## config.mk

```make
export PLATFORM = sky130hd
export DESIGN_NAME = bsg_manycore_npa_req_issue
export DESIGN_NICKNAME = d
export VERILOG_FILES = /design/src/rtl/bsg_manycore_npa_req_issue.sv
export SDC_FILE = /design/constraint.sdc
export NUM_CORES = 1
export LEC_CHECK = 0
export ABC_AREA = 1
export CAP_MARGIN = 10
export CORE_ASPECT_RATIO = 1.4
export CORE_MARGIN = 2
export CORE_UTILIZATION = 52
export CTS_BUF_LIST = sky130_fd_sc_hd__clkbuf_8 sky130_fd_sc_hd__clkbuf_16
export CTS_CLUSTER_DIAMETER = 150
export DETAILED_ROUTE_END_ITERATION = 10
export PLACE_DENSITY = 0.85
export SLEW_MARGIN = 40
export SYNTH_ARGS = -nofsm -noshare
export SYNTH_HDL_FRONTEND = slang
export SYNTH_SLANG_ARGS = --single-unit
```

## constraint.sdc

```tcl
create_clock -name clk_i -period 7 [get_ports clk_i]
set_input_delay 2.1 -clock clk_i [delete_from_list [all_inputs] [get_ports clk_i]]
set_output_delay 2.1 -clock clk_i [all_outputs]
set_load 0.03 [all_outputs]
```

## src/rtl/bsg_manycore_npa_req_issue.sv

```systemverilog
// Remote-request issue stage: drops invalid translations, queues valid requests and issues them under a credit limit.
// The optional stall-cycle counter is enabled with `define BSG_MANYCORE_NPA_REQ_STALL_CTR_EN.
module bsg_manycore_npa_req_issue #(
  parameter int data_width_p      = 32,
  parameter int addr_width_p      = 28,
  parameter int x_cord_width_p    = 7,
  parameter int y_cord_width_p    = 7,
  parameter int fifo_els_p        = 2,
  parameter int max_out_credits_p = 32,
  localparam int mask_width_lp    = data_width_p/8,
  localparam int credit_width_lp  = $clog2(max_out_credits_p+1)
) (
  input  logic                       clk_i,
  input  logic                       reset_i,

  input  logic                       req_v_i,
  output logic                       req_ready_o,
  input  logic [x_cord_width_p-1:0]  req_x_cord_i,
  input  logic [y_cord_width_p-1:0]  req_y_cord_i,
  input  logic [addr_width_p-1:0]    req_epa_i,
  input  logic [data_width_p-1:0]    req_data_i,
  input  logic [mask_width_lp-1:0]   req_mask_i,
  input  logic                       req_is_store_i,
  input  logic                       req_invalid_i,

  output logic                       pkt_v_o,
  input  logic                       pkt_ready_i,
  output logic [x_cord_width_p-1:0]  pkt_x_cord_o,
  output logic [y_cord_width_p-1:0]  pkt_y_cord_o,
  output logic [addr_width_p-1:0]    pkt_epa_o,
  output logic [data_width_p-1:0]    pkt_data_o,
  output logic [mask_width_lp-1:0]   pkt_mask_o,
  output logic                       pkt_is_store_o,

  input  logic                       credit_return_i,
  output logic [credit_width_lp-1:0] out_credits_o,

  input  logic                       fence_v_i,
  output logic                       fence_ready_o,
  output logic                       fence_done_o,

  output logic                       err_o,
  input  logic                       err_clear_i
`ifdef BSG_MANYCORE_NPA_REQ_STALL_CTR_EN
  ,
  output logic [31:0]                stall_cycles_o
`endif
);

  localparam int ptr_width_lp   = (fifo_els_p > 1) ? $clog2(fifo_els_p) : 1;
  localparam int cnt_width_lp   = $clog2(fifo_els_p+1);
  localparam int entry_width_lp = x_cord_width_p + y_cord_width_p + addr_width_p
                                  + data_width_p + mask_width_lp + 1;
  localparam logic [credit_width_lp-1:0] max_credits_lp = credit_width_lp'(max_out_credits_p);
  localparam logic [cnt_width_lp-1:0]    fifo_full_lp   = cnt_width_lp'(fifo_els_p);
  localparam logic [ptr_width_lp-1:0]    last_ptr_lp    = ptr_width_lp'(fifo_els_p-1);

  typedef enum logic [0:0] {e_run, e_fence_wait} state_e;

  function automatic logic [ptr_width_lp-1:0] next_ptr(input logic [ptr_width_lp-1:0] ptr);
    return (ptr == last_ptr_lp) ? '0 : ptr + ptr_width_lp'(1);
  endfunction

  function automatic logic [31:0] sat_inc32(input logic [31:0] v);
    return (v == 32'hFFFF_FFFF) ? v : v + 32'd1;
  endfunction

  state_e                     state_r;
  logic [entry_width_lp-1:0]  fifo_mem [fifo_els_p];
  logic [ptr_width_lp-1:0]    wr_ptr_r, rd_ptr_r;
  logic [cnt_width_lp-1:0]    count_r;
  logic [credit_width_lp-1:0] credits_r;
  logic                       fence_done_r, err_r;

  logic fifo_empty, fifo_full, credits_full;
  logic req_accept, enq, drop, issue, fence_accept;

  assign fifo_empty   = (count_r == '0);
  assign fifo_full    = (count_r == fifo_full_lp);
  assign credits_full = (credits_r == max_credits_lp);

  // A full FIFO stays unready even when it dequeues this cycle; no bypass path.
  assign req_ready_o   = (state_r == e_run) & ~fifo_full;
  assign fence_ready_o = (state_r == e_run);
  assign req_accept    = req_v_i & req_ready_o;
  assign enq           = req_accept & ~req_invalid_i;
  assign drop          = req_accept &  req_invalid_i;
  assign fence_accept  = fence_v_i & fence_ready_o;

  assign pkt_v_o = ~fifo_empty & (credits_r != '0);
  assign issue   = pkt_v_o & pkt_ready_i;

  assign {pkt_x_cord_o, pkt_y_cord_o, pkt_epa_o, pkt_data_o, pkt_mask_o, pkt_is_store_o}
    = fifo_mem[rd_ptr_r];

  assign out_credits_o = credits_r;
  assign fence_done_o  = fence_done_r;
  assign err_o         = err_r;

  // ---- enqueue stage: payload storage, not reset
  always_ff @(posedge clk_i) begin
    if (enq)
      fifo_mem[wr_ptr_r] <= {req_x_cord_i, req_y_cord_i, req_epa_i,
                             req_data_i, req_mask_i, req_is_store_i};
  end

  // ---- issue stage: pointers, occupancy, credits, error flag and fence FSM
  always_ff @(posedge clk_i or posedge reset_i) begin
    if (reset_i) begin
      wr_ptr_r     <= '0;
      rd_ptr_r     <= '0;
      count_r      <= '0;
      credits_r    <= max_credits_lp;
      state_r      <= e_run;
      fence_done_r <= 1'b0;
      err_r        <= 1'b0;
    end else begin
      if (enq)   wr_ptr_r <= next_ptr(wr_ptr_r);
      if (issue) rd_ptr_r <= next_ptr(rd_ptr_r);

      case ({enq, issue})
        2'b10:   count_r <= count_r + cnt_width_lp'(1);
        2'b01:   count_r <= count_r - cnt_width_lp'(1);
        default: count_r <= count_r;
      endcase

      // A return with nothing outstanding holds at max rather than wrapping.
      case ({issue, credit_return_i})
        2'b10:   credits_r <= credits_r - credit_width_lp'(1);
        2'b01:   credits_r <= credits_full ? credits_r : credits_r + credit_width_lp'(1);
        default: credits_r <= credits_r;
      endcase

      if (drop)             err_r <= 1'b1;
      else if (err_clear_i) err_r <= 1'b0;

      fence_done_r <= 1'b0;
      case (state_r)
        e_run: begin
          if (fence_accept) begin
            if (fifo_empty & credits_full & ~req_accept) fence_done_r <= 1'b1;
            else                                         state_r      <= e_fence_wait;
          end
        end
        e_fence_wait: begin
          if (fifo_empty & credits_full) begin
            fence_done_r <= 1'b1;
            state_r      <= e_run;
          end
        end
        default: state_r <= e_run;
      endcase
    end
  end

`ifdef BSG_MANYCORE_NPA_REQ_STALL_CTR_EN
  logic [31:0] stall_cycles_r;

  always_ff @(posedge clk_i or posedge reset_i) begin
    if (reset_i)                  stall_cycles_r <= '0;
    else if (~fifo_empty & ~issue) stall_cycles_r <= sat_inc32(stall_cycles_r);
  end

  assign stall_cycles_o = stall_cycles_r;
`else
  logic [31:0] stall_unused;
  assign stall_unused = sat_inc32(32'd0);
`endif

  credit_overflow_a: assert property (@(posedge clk_i) disable iff (reset_i)
    !(credit_return_i && !issue && credits_full));

endmodule

```

* Word-level counts from Yosys, hierarchy flattened
Memory sizes are Yosys's and may differ from the RTL's. Index checks and enable logic that the tools add are counted.
Word-level totals: latch bits 0, memories kept 1, input bits 87, output and inout port bits 90, memory bits (read-only) 0, register bits 13, memory bits (writable) 158
Memories:
- fifo_mem | depth 2, bits a word 79, read ports 1, clocked after Yosys merged registers in 0, write ports 1, RTL line 69 | logic [entry_width_lp-1:0] fifo_mem [fifo_els_p];
Operators by class: shifts and indexed selects 0, eq/ne operators 7, bitwise gates (word level) 14, divide/modulo/power cells 0, reductions and logical operators 6, $add $sub $neg 6, order comparisons 0, $mul 0, mux-type cells 17
Operators by type and width (count):
- $mux W1 | 12
- $pmux W6 S2 | 1
- $and A1 B1 Y1 | 9
- $add A6 B1 Y6 const B | 1
- $eq A2 B2 Y1 const B | 3
- $eq A6 B6 Y1 const B | 1
- $mux W6 | 1
- $reduce_bool A2 Y1 | 3
- $reduce_bool A6 Y1 | 1
- $sub A6 B1 Y6 const B | 1
- $not A1 Y1 | 5
- $eq A2 B1 Y1 const B | 2
- $pmux W1 S2 | 2
- $pmux W2 S2 | 1
- $add A1 B1 Y1 const B | 2
- $add A2 B1 Y2 const B | 1
- $logic_not A2 Y1 | 1
- $ne A2 B2 Y1 const B | 1
- $reduce_and A2 Y1 | 1
- $sub A2 B1 Y2 const B | 1

* Longest topological paths before layout
Gate-level depths: netlist of run 1.
depth after elaboration 9, mapped depth 14, gate-level depth less buffers 14

* Worst setup path after synthesis of run 1
Ideal clock, no wire load.
kind input to register, start input port req_v_i, end memory fifo_mem[0][0] (netlist name) (enable), path slack 0.790 ns, buffers on the path 0, data arrival time 5.693 ns, stages 3, path through and2_1 > nand2_1 > nor2_1
On the way: cells in the longest elaborated chain, start to end 4
Ends and longest elaborated chain:
- start: declaration | RTL line 16 | input logic req_v_i,
- $and A1 B1 Y1 | RTL line 85 | assign req_accept = req_v_i & req_ready_o;
- $and A1 B1 Y1 | RTL line 86 | assign enq = req_accept & ~req_invalid_i;
- $mux W1 | RTL line 102 | if (enq)
- $mux W1 (not written as such) | RTL line 103 | fifo_mem[wr_ptr_r] <= {req_x_cord_i, req_y_cord_i, req_epa_i,
- end: declaration | RTL line 69
Every way passes these cells.

* Worst setup path in the final report of run 1
start register rd_ptr_r, end output port pkt_data_o[0]
On the way: cells in the longest elaborated chain, start to end 1
Ends and longest elaborated chain:
- start: declaration | RTL line 70 | logic [ptr_width_lp-1:0] wr_ptr_r, rd_ptr_r;
- start signal: assignment | RTL line 119 | if (issue) rd_ptr_r <= next_ptr(rd_ptr_r);
- $mem_v2 Z2 W79
- end: declaration | RTL line 31 | output logic [data_width_p-1:0] pkt_data_o,
Every way passes these cells.

==> summary.txt, run 1 <==
Layout
  • # nets final: 791
  • Fill cell count: 800
  • Proportion of layout cells with a drive suffix above 1: 6.48%
  • Area grow syn2layout: 38.4%
  • Area occupied by multi-input gates: 1330 um^2
  • Reg area: between 5000 and 6000 um^2
  • ANT cells: 0

Floorplan
  • # IOs: about 180
  • Die ar.: between 10,000 and 15,000 um^2
  • Starting density of the core: between 50% and 60%
  • Die Wd: 98.8 um
  • Core area: roughly 12,000 um^2
  • Die H: roughly 140 um
  • Row count: 48

Worst setup path
  • Critical path class: reg2out
  • CP max stage cell: clkdlybuf4s50_1
  • Startpoint Class: flip-flop
  • Crit path capture type: primary output
  • Slowest Stage Delay on Critical Path: 710 ps
  • CP Data Required Time: between 4000 and 5000 ps
  • WP data arrival: about 2800 ps
  • Max FO, Critical Path: between 40 and 50
  • Most frequent CP cell: nand2_1
  • Critical-path cell list: inv_2 > buf_4 > nand2_1 > nand2_1 > clkdlybuf4s50_1

STA
  • Final WS setup: 2110 ps
  • Final hold violations: 0
  • Relative slew slack: 45.6%
  • Layout Skew: 9.52 ps
  • Worst-Margin Slew: slightly above 800 ps
  • Final Cycle Share: a little over two thirds
  • RSZ-0062 raised after global routing: no
  • Total negative slack: 0 ps
  • Final Critical Period: between 4000 and 5000 ps
  • Max Fclk: 204 MHz
  • Finish-stage setup viols: 0
  • Max-slew violation count: 0

Global route
  • Grt ovf: 0
  • Vias in the first global route: 4,463
  • Pin count of the biggest net entering global routing: 80
  • GR Util All Layers: around 22%
  • Initial antenna violation count: 0
  • First-pass GRT wire length: 22,700 um

Detailed routing
  • WL final: roughly 15,000 um
  • WL per Instance: ~17 um
  • Initial DRC Count: 259
  • DR vias/cell: 5.11
  • DRT antenna net count: 0
  • Total iterations of the first detailed-routing run: 5
  • DR vias: between 4,000 and 5,000
  • DRC viols: 0

CTS
  • Hold buffer count at CTS: 0
  • CTS tree: yes
  • Post_cts resized: 0
  • Clock Sink Count: 171
  • CTS buffer count: 17
  • Clk_lat worst skew: between 400 and 500 ps
  • Root Buffer: clkbuf_16
  • # H-tree levels: 4
  • # Post-CTS Setup Buffers: 0
  • Clk slew on worst S/H paths: around 60 ps
  • Clock Tree Buf Depth: 2

Synth
  • Count leader, synth: nand2_1
  • Largest family of logic cells by synthesized area: simple AND/OR/NAND/NOR gates
  • #FFs+latches synth: between 150 and 200
  • Mux share of post-synthesis cell area: 0%
  • Synth Area in Compound Gates: less than 1%
  • Syn Nets: approximately 600
  • Ys Warns: 0
  • Synth Area in XOR/XNOR: under 10%
  • EDFF count, synth: approximately 160
  • Top post-synthesis cells by count: nand2_1 (253), edfxtp_1 (158), inv_1 (16)
  • Post-Syn Area per Cell: 12.7 um^2
  • Mapped Cells: 513
  • Top cells by area, synth: edfxtp_1 (73%), nand2_1 (15%), dfrtp_1 (4.6%)
  • Synth top area share: about 73%
  • Simple-Gate Fraction of Synth Area: 16.7%
  • Post-Syn Area: 6540 um^2
  • Post-synthesis cell type count: 26
  • Area leader, netlist: edfxtp_1
  • Synth Flop Type: edfxtp_1
  • Adder-cell area share of the yosys netlist: about 1.5%
  • Asr flop ratio synth: 7.60%
  • Register area share after synthesis: 77.6%

Place
  • Port buffer count: between 150 and 200
  • GP Congestion: between 0.8 and 0.9
  • Pre-CTS setup slack: 2310 ps
  • Dpl hpwl: between 9000 and 10,000 um

Power and ir drop
  • Int Power: roughly 2200 uW
  • NetSw: approximately 1300 uW
  • Logic pwr share: 41.3%
  • Pwr dens: between 300 and 400 nW/um^2
  • Clock share of power: 24.3%
  • Net Sw Frac: 37.7%
  • VDD IR max: between 0.0002 and 0.0003 V
  • Sequential fraction of design power: approximately a third
  • Pwr Total: approximately 3500 uW
  • Leakage: around 0.0035 uW

Outcome
  • Outcome: finished, final reports clean

Worst hold path
  • Worst min-delay path class: reg2reg

Job
  • Max Cap Viol: 0
==> power groups by stage <==
stage,Sequential [uW],Combinational (uW),Clock (uW)
6_report,1200,1440,842
5_1_grt,1200,1530,901
4_1_cts,1190,1440,858
3_5_place_dp,1210,1440,0
3_3_place_gp,1210,1400,0
2_1_floorplan,1230,829,0
==> per-layer routing <==
| metal | vias up | track usage [%] | part of all wire [%] |
|---|---|---|---|
| li1 | 2091 | - | - |
| met3 | 37 | 6.23 | 5.9 |
| met4 | 0 | 10.7 | 3.7 |
| met1 | 2085 | 24.3 | 36 |
| met5 | - | 0 | 0 |
| met2 | 181 | 40.3 | 55 |
==> worst max-delay path, delay by kind of cell (launching register included) <==
| family | cells | cell delay (ps) |
|---|---|---|
| AND/OR/NAND/NOR | 2 | 250 |
| flip-flops | 1 | 400 |
| buffers and inverters | 3 | 1710 |
==> final timing paths <==
check,endpoint,startpoint,cells past startpoint,slack (ps)
max,pkt_data_o[0],rd_ptr_r,5,2110
min,out_credits_o[5],out_credits_o[5],2,520
max reg2reg,fifo_mem[1][28],count_r[0],6,4220
min reg2reg,out_credits_o[5],out_credits_o[5],2,520
max in group asynchronous,rd_ptr_r,reset_i,2,4590
min in group asynchronous,err_o,reset_i,2,2020
==> final cells by class <==
cell class              instances  share of cell area, %
repair buffers                183                   20.5
multi-input cells             306                   14.7
flip-flops and latches        171                   56.0
clock buffers                  17                   4.70
clock inverters                15                   1.22
well taps                     150                   2.07
inverters                      18                  0.746
==> sequential cells by signal (all words and copies together), names as in the netlist <==
signal,count
out_credits_o,6
err_o,1
fence_done_o,1
state_r,1
rd_ptr_r,1
fifo_mem,158
count_r,2
wr_ptr_r,1
==> cell usage in the layout, fill, tap and decap left out, types with 3 or more instances in the layout <==
master           count
edfxtp_1           158
nand3_1              3
clkinv_2             5
dfrtp_1             11
inv_1               17
xor2_1               7
clkinv_1             3
nor2_1               8
nand3_2              3
ha_1                 6
nand4_1              4
buf_4                5
a21oi_1              7
clkdlybuf4s50_1    176
clkinvlp_4           3
nand2_1            253
o21ai_0              3
clkbuf_16           17
==> stage by stage <==
step                instance area [um^2]  hold slack, ps  util (%)  instances
finish                              9050             515      73.5        860
global route                        9050             543      73.5        860
CTS                                 9050             511      73.5        860
detailed placement                  8520             504      69.2        828
global placement                    8460             490      68.7        826
floorplan                           6540             499         -        513
==> cell families (layout without fill, tap and decap cells) <==
kind of cell,after synthesis,in the layout
xor gates and xnor gates,8,8
buffers and inverters,36,233
adders and majority gates,7,7
AOI/OAI and AO/OA,12,12
DFF,171,171
and+or+nand+nor,279,279
Note: power is estimated with default switching activity, not from simulation.
==> run 2: changes to the inputs <==
--- a/config.mk
+++ b/config.mk
@@ -9,11 +9,11 @@
 export CAP_MARGIN = 10
 export CORE_ASPECT_RATIO = 1.4
 export CORE_MARGIN = 2
-export CORE_UTILIZATION = 52
+export CORE_UTILIZATION = 48
 export CTS_BUF_LIST = sky130_fd_sc_hd__clkbuf_8 sky130_fd_sc_hd__clkbuf_16
 export CTS_CLUSTER_DIAMETER = 150
 export DETAILED_ROUTE_END_ITERATION = 10
-export PLACE_DENSITY = 0.85
+export PLACE_DENSITY = 0.8
 export SLEW_MARGIN = 40
 export SYNTH_ARGS = -nofsm -noshare
 export SYNTH_HDL_FRONTEND = slang
==> constraint.sdc (replaced) <==
create_clock -name clk_i -period 4.75 [get_ports clk_i]
set_input_delay 1.425 -clock clk_i [delete_from_list [all_inputs] [get_ports clk_i]]
set_output_delay 1.425 -clock clk_i [all_outputs]
set_load 0.03 [all_outputs]
==> run 2 against run 1 <==
Net effect:
- final area increased by 0.64%
- first-iteration DRC count decreased by 12%
- core utilization shrank 5.2 points
- via count shrank 0.86%
- clock skew grew 2.0 ps
- setup slack got worse by 1500 ps
- largest cell class unchanged
- combinational power rose by 44%
- non-clock buffer count down 1
==> summary.txt, run 2 (synthesized netlist as in run 1, its figures left out) <==
Worst setup path
  • Worst r2r src: out_credits_o[0] (was count_r[0])
  • Cell family with most CP delay: buffers and inverters (unchanged)
  • Critical path class: reg2out (unchanged)
  • Slowest Stage Delay on Critical Path: 780 ps (was 710 ps)
  • Critical-path cell list: buf_4 > nand2_1 > nand2_1 > clkdlybuf4s50_1 (was inv_2 > buf_4 > nand2_1 > nand2_1 > clkdlybuf4s50_1)
  • R2R depth: 14 (was 6)
  • Reg2reg end: out_credits_o[5] (was fifo_mem[1][28])
  • Startpoint Class: flip-flop (unchanged)
  • CP Data Required Time: 3320 ps (was 4900 ps)
  • WP data arrival: 2730 ps (was 2790 ps)
  • CP max stage cell: dfrtp_2 (was clkdlybuf4s50_1)
  • Most frequent CP cell: nand2_1 (unchanged)
  • Max FO, Critical Path: 45 (was 44)
  • Crit path capture type: primary output (unchanged)
  • CP Buf/Inv Count: 2 (was 3)
  • Worst R2R Setup Slack: 2420 ps (was 4220 ps)

CTS
  • Clk slew on worst S/H paths: 60 ps (about the same)
  • Post_cts resized: 0 (unchanged)
  • Hold buffer count at CTS: 0 (unchanged)
  • Clock Sink Count: 171 (unchanged)
  • Root Buffer: clkbuf_16 (unchanged)
  • Clock Tree Buf Depth: 2 (unchanged)
  • # H-tree levels: 4 (unchanged)
  • # Post-CTS Setup Buffers: 0 (unchanged)
  • CTS buffer count: 17 (unchanged)
  • CTS tree: yes (unchanged)
  • Clk_lat worst skew: 410 ps (about the same)

Detailed routing
  • DR vias/cell: 4.89 (was 5.11)
  • WL final: 14,500 um (was 14,700 um)
  • Initial DRC Count: 229 (was 259)
  • DRC viols: 0 (unchanged)
  • Total iterations of the first detailed-routing run: 4 (was 5)
  • WL per Instance: 16.3 um (was 17.1 um)
  • DR vias: 4,356 (was 4,394)
  • DRT antenna net count: 0 (unchanged)

Layout
  • Most common cell after layout, fill and taps aside: nand2_1 (unchanged)
  • Most frequent cells in the layout: nand2_1 (253), clkdlybuf4s50_1 (176), edfxtp_1 (158) (unchanged)
  • Post-route non-filler standard cell count: 891 (was 860)
  • Proportion of layout cells with a drive suffix above 1: 6.36% (was 6.48%)
  • Number of flip-flops in the largest register: 158 (unchanged)
  • Area grow syn2layout: 39.3% (was 38.4%)
  • # nets final: 790 (was 791)
  • Biggest register: fifo_mem (unchanged)
  • Final Core Density: 68.4% (was 73.5%)

Global route
  • GR Util All Layers: 20.8% (was 22.4%)
  • Pin count of the biggest net entering global routing: 65 (was 80)
  • Vias in the first global route: 4,633 (was 4,463)
  • Initial antenna violation count: 1 (was 0)
  • Grt ovf: 0 (unchanged)
  • First-pass GRT wire length: 22,800 um (was 22,700 um)

STA
  • Layout Skew: 11.6 ps (was 9.52 ps)
  • Final Critical Period: a little over 4000 ps
  • Hold slack: 499 ps (was 515 ps)
  • Final WS setup: 597 ps (was 2110 ps)
  • Max Fclk: roughly 240 MHz
  • Finish-stage setup viols: 0 (unchanged)
  • Final Cycle Share: between 80% and 90%
  • RSZ-0062 raised after global routing: no (unchanged)
  • Max-slew violation count: 0 (unchanged)
  • Total negative slack: 0 ps (unchanged)
  • Final hold violations: 0 (unchanged)
  • Relative slew slack: 57.5% (was 45.6%)
  • Worst-Margin Slew: 638 ps (was 816 ps)

Floorplan
  • # IOs: 177 (unchanged)
  • Core area: 13,300 um^2 (was 12,300 um^2)
  • Die Wd: 103 um (was 98.8 um)
  • Row count: 50 (was 48)
  • Starting density of the core: 49.1% (was 53.1%)
  • Die ar.: 14,600 um^2 (was 13,500 um^2)
  • Die H: 142 um (was 137 um)

Worst hold path
  • Worst min-delay path class: reg2reg (unchanged)
  • Worst hold path startpoint: out_credits_o[5] (unchanged)
  • WHS Endpoint: out_credits_o[5] (unchanged)
  • Worst hold path depth: 2 (unchanged)

Power and ir drop
  • VDD IR max: 0.000412 V (was 0.000278 V)
  • Pwr dens: 569 nW/um^2 (was 384 nW/um^2)
  • Leakage: 0.00354 uW (about the same)

Place
  • GP Congestion: 0.784 (was 0.837)
  • Port buffer count: 176 (unchanged)
  • Pre-CTS setup slack: 1060 ps (was 2310 ps)
  • Dpl hpwl: 9720 um (was 9970 um)
  • DP Cell Count: 859 (was 828)

Job
  • Max Cap Viol: 0 (unchanged)

Outcome
  • Outcome: finished, final reports clean (unchanged)
## run 2: layout make-up
cell class,count,area (um^2)
Fill cell,968,4220
Sequential cell,171,5070
Inverter,18,67.6
Tap cell,182,228
Timing Repair Buffer,182,1830
Clock buffer,17,425
Clock inverter,14,148
Multi-Input combinational cell,306,1330
Antenna cell,1,2.50
## run 2: power breakdown
group / internal, uW / total [uW] / switching, uW
logic: 791 / 2070 / 1270
clock network: 773 / 1320 / 550
registers: 1700 / 1800 / 103
## run 2: metrics by stage
| step | cell area [um^2] | power (uW) |
|---|---|---|
| after floorplan | 6540 | 3040 |
| after global placement | 8530 | 3850 |
| final | 9110 | 5190 |
| after detailed placement | 8530 | 3900 |
| after global routing | 9110 | 5450 |
| after CTS | 9110 | 5230 |
## run 2: worst reg2reg max path, stage by stage (launching register included)
cell     delay (ps)
dfrtp_1         480
nor2_2          180
nand3_2         110
nand3_2         150
nand2_1         210
ha_1            400
nand2_1         120
inv_1            70
nand2_1         100
nand2_1          80
nor2_1           90
nand3_1         100
nand3_1         100
nand2_1          50
nand2_1          50
## run 2: worst max-delay path by stage
stage	start	endpoint	slack, ps	depth (start not counted)
after floorplan	req_v_i	fifo_mem[0][0]	-790	3
after global placement	rd_ptr_r	pkt_data_o[3]	1050	4
after detailed placement	rd_ptr_r	pkt_data_o[24]	1060	4
after CTS	rd_ptr_r	pkt_data_o[29]	590	4
after global routing	rd_ptr_r	pkt_data_o[24]	470	4
final	rd_ptr_r	pkt_data_o[24]	600	4
## run 2: metal layers
layer / vias to the layer above / wire length, um / GRT usage, %
li1: 2090 / - / -
met1: 2086 / 5450 / 23.8
met2: 158 / 7810 / 36.4
met3: 22 / 978 / 6.58
met4: 0 / 286 / 7.37
met5: - / 0 / 0
==> run 3: changes to the inputs <==
--- a/config.mk
+++ b/config.mk
@@ -9,11 +9,11 @@
 export CAP_MARGIN = 10
 export CORE_ASPECT_RATIO = 1.4
 export CORE_MARGIN = 2
-export CORE_UTILIZATION = 48
+export CORE_UTILIZATION = 43
 export CTS_BUF_LIST = sky130_fd_sc_hd__clkbuf_8 sky130_fd_sc_hd__clkbuf_16
 export CTS_CLUSTER_DIAMETER = 150
 export DETAILED_ROUTE_END_ITERATION = 10
-export PLACE_DENSITY = 0.8
+export PLACE_DENSITY = 0.75
 export SLEW_MARGIN = 40
 export SYNTH_ARGS = -nofsm -noshare
 export SYNTH_HDL_FRONTEND = slang
==> constraint.sdc (replaced) <==
create_clock -name clk_i -period 3.4 [get_ports clk_i]
set_input_delay 1.02 -clock clk_i [delete_from_list [all_inputs] [get_ports clk_i]]
set_output_delay 1.02 -clock clk_i [all_outputs]
set_load 0.03 [all_outputs]
==> run 3 against run 2 <==
Net effect:
- core utilization fell by 7.7 points
- combinational power rose by 40%
- final area down 0.59%
- via count down 0.94%
- sequential power increased by 36%
==> summary.txt, run 3 (synthesized netlist as in run 1, its figures left out) <==
Outcome
  • Outcome: finished, final reports clean (unchanged)

Floorplan
  • Row count: 53 (was 50)
  • Starting density of the core: 43.8% (was 49.1%)
  • Die H: 150 um (was 142 um)
  • Die Wd: 108 um (was 103 um)
  • # IOs: 177 (unchanged)
  • Core area: 14,900 um^2 (was 13,300 um^2)
  • Die ar.: 16,200 um^2 (was 14,600 um^2)

CTS
  • CTS buffer count: 17 (unchanged)
  • Clock Tree Buf Depth: 2 (unchanged)
  • Root Buffer: clkbuf_16 (unchanged)
  • CTS tree: yes (unchanged)
  • Clk slew on worst S/H paths: 60 ps (about the same)
  • Clk_lat worst skew: 410 ps (about the same)
  • # H-tree levels: 4 (unchanged)
  • # Post-CTS Setup Buffers: 0 (unchanged)
  • Post_cts resized: 0 (unchanged)
  • Hold buffer count at CTS: 0 (unchanged)
  • Clock Sink Count: 171 (unchanged)

STA
  • RSZ-0062 raised after global routing: no (unchanged)
  • Relative slew slack: 46.3% (was 57.5%)
  • Final WS setup: 467 ps (was 597 ps)
  • Hold slack: 518 ps (was 499 ps)
  • Final hold violations: 0 (unchanged)
  • Layout Skew: 8.69 ps (was 11.6 ps)
  • Final Critical Period: roughly 2900 ps
  • Max-slew violation count: 0 (unchanged)
  • Total negative slack: 0 ps (unchanged)
  • Final Cycle Share: a little under nine tenths
  • Finish-stage setup viols: 0 (unchanged)
  • Max Fclk: roughly 340 MHz
  • Worst-Margin Slew: 806 ps (was 638 ps)

Layout
  • Final instance area: 9050 um^2 (was 9110 um^2)
  • Number of flip-flops in the largest register: 158 (unchanged)
  • Area grow syn2layout: 38.5% (was 39.3%)
  • Fill cell count: 1,141 (was 968)
  • Most frequent cells in the layout: nand2_1 (253), edfxtp_1 (158), clkdlybuf4s50_1 (97) (was nand2_1 (253), clkdlybuf4s50_1 (176), edfxtp_1 (158))
  • Proportion of layout cells with a drive suffix above 1: 17.7% (was 6.36%)
  • Most common cell after layout, fill and taps aside: nand2_1 (unchanged)
  • Biggest register: fifo_mem (unchanged)
  • # nets final: 791 (was 790)
  • Post-route non-filler standard cell count: 903 (was 891)

Global route
  • Grt ovf: 0 (unchanged)
  • Initial antenna violation count: 0 (was 1)
  • Vias in the first global route: 4,347 (was 4,633)
  • Pin count of the biggest net entering global routing: 80 (was 65)
  • GR Util All Layers: 16.9% (was 20.8%)
  • First-pass GRT wire length: 20,700 um (was 22,800 um)

Worst setup path
  • Critical path class: reg2out (unchanged)
  • CP Data Required Time: 2380 ps (was 3320 ps)
  • Startpoint Class: flip-flop (unchanged)
  • Cell family with most CP delay: buffers and inverters (unchanged)
  • WP data arrival: 1910 ps (was 2730 ps)
  • Crit path capture type: primary output (unchanged)
  • CP max stage cell: clkdlybuf4s50_1 (was dfrtp_2)
  • Max FO, Critical Path: 5 (was 45)
  • Slowest Stage Delay on Critical Path: 660 ps (was 780 ps)
  • Critical-path cell list: nor2_1 > nand3_2 > nand2_1 > inv_1 > clkdlybuf4s50_1 (was buf_4 > nand2_1 > nand2_1 > clkdlybuf4s50_1)
  • CP Buf/Inv Count: 2 (unchanged)

Place
  • Pre-CTS setup slack: 372 ps (was 1060 ps)
  • GP Congestion: 0.769 (was 0.784)
  • Port buffer count: 176 (unchanged)
  • DP Cell Count: 870 (was 859)
  • Dpl cell area: 8460 um^2 (was 8530 um^2)
  • Dpl hpwl: 9220 um (was 9720 um)

Power and ir drop
  • VDD IR max: 0.000574 V (was 0.000412 V)
  • Pwr dens: 803 nW/um^2 (was 569 nW/um^2)
  • Leakage: 0.00368 uW (was 0.00354 uW)

Job
  • Max Cap Viol: 0 (unchanged)

Worst hold path
  • Worst min-delay path class: reg2reg (unchanged)

Detailed routing
  • DRT antenna net count: 0 (unchanged)
  • DRC viols: 0 (unchanged)
  • DR vias/cell: 4.78 (was 4.89)
  • DR vias: 4,315 (was 4,356)
  • Total iterations of the first detailed-routing run: 5 (was 4)
  • WL final: 13,500 um (was 14,500 um)
  • WL per Instance: 15.0 um (was 16.3 um)
  • Initial DRC Count: 233 (was 229)
## run 3: cell types whose count changed in the layout (fill, tap and decap cells not counted)
cell / delta
buf_12: +8
buf_4: +72
bufinv_16: +1
clkdlybuf4s50_1: -79
clkinv_2: +2
clkinv_4: -3
clkinvlp_4: -1
inv_6: +2
## run 3: worst paths after layout
path,slack [ps],cells after the start,end,from
worst max-delay path,470,5,pkt_v_o,out_credits_o[5]
worst min-delay path,520,2,out_credits_o[5],out_credits_o[5]
worst max register to register,1130,14,out_credits_o[5],out_credits_o[0]
worst min register to register,520,2,out_credits_o[5],out_credits_o[5]
max in group asynchronous,2050,2,rd_ptr_r,reset_i
min in group asynchronous,950,2,state_r,reset_i
## run 3: per-stage QoR
stage          utilization [%]  power [uW]
2_1_floorplan                -        4250
3_3_place_gp              56.7        5350
3_5_place_dp              56.7        5410
4_1_cts                   60.7        7340
5_1_grt                   60.7        7600
6_report                  60.7        7270
## run 3: report_power, final
group	switching, uW	internal [uW]	total, uW
combinational	1860	1030	2890
clock	768	1160	1920
sequential	84.0	2370	2450
total	2710	4560	7270
## run 3: per-layer routing
metal / wire [um] / up-vias / part of all wire, % / GRT usage (%)
li1: - / 2089 / - / -
met1: 5010 / 2061 / 37 / 18.7
met2: 7290 / 157 / 54 / 30.4
met3: 1140 / 8 / 8.4 / 5.31
met4: 115 / 0 / 0.85 / 5.58
met5: 0 / - / 0 / 0
## run 3: final cells by class
class	instances	area (um^2)	area share, %
Multi-Input combinational cell	306	1330	14.7
Clock inverter	15	171	1.89
Inverter	18	67.6	0.746
Antenna cell	1	2.50	0.0276
Sequential cell	171	5070	56.0
Timing Repair Buffer	183	1740	19.2
Tap cell	192	240	2.65
Clock buffer	17	425	4.70
## run 3: worst min-delay path, stage by stage (launching register included)
cell and delay [ps]:
dfstp_2 400, nand2_1 70, nand2_1 50
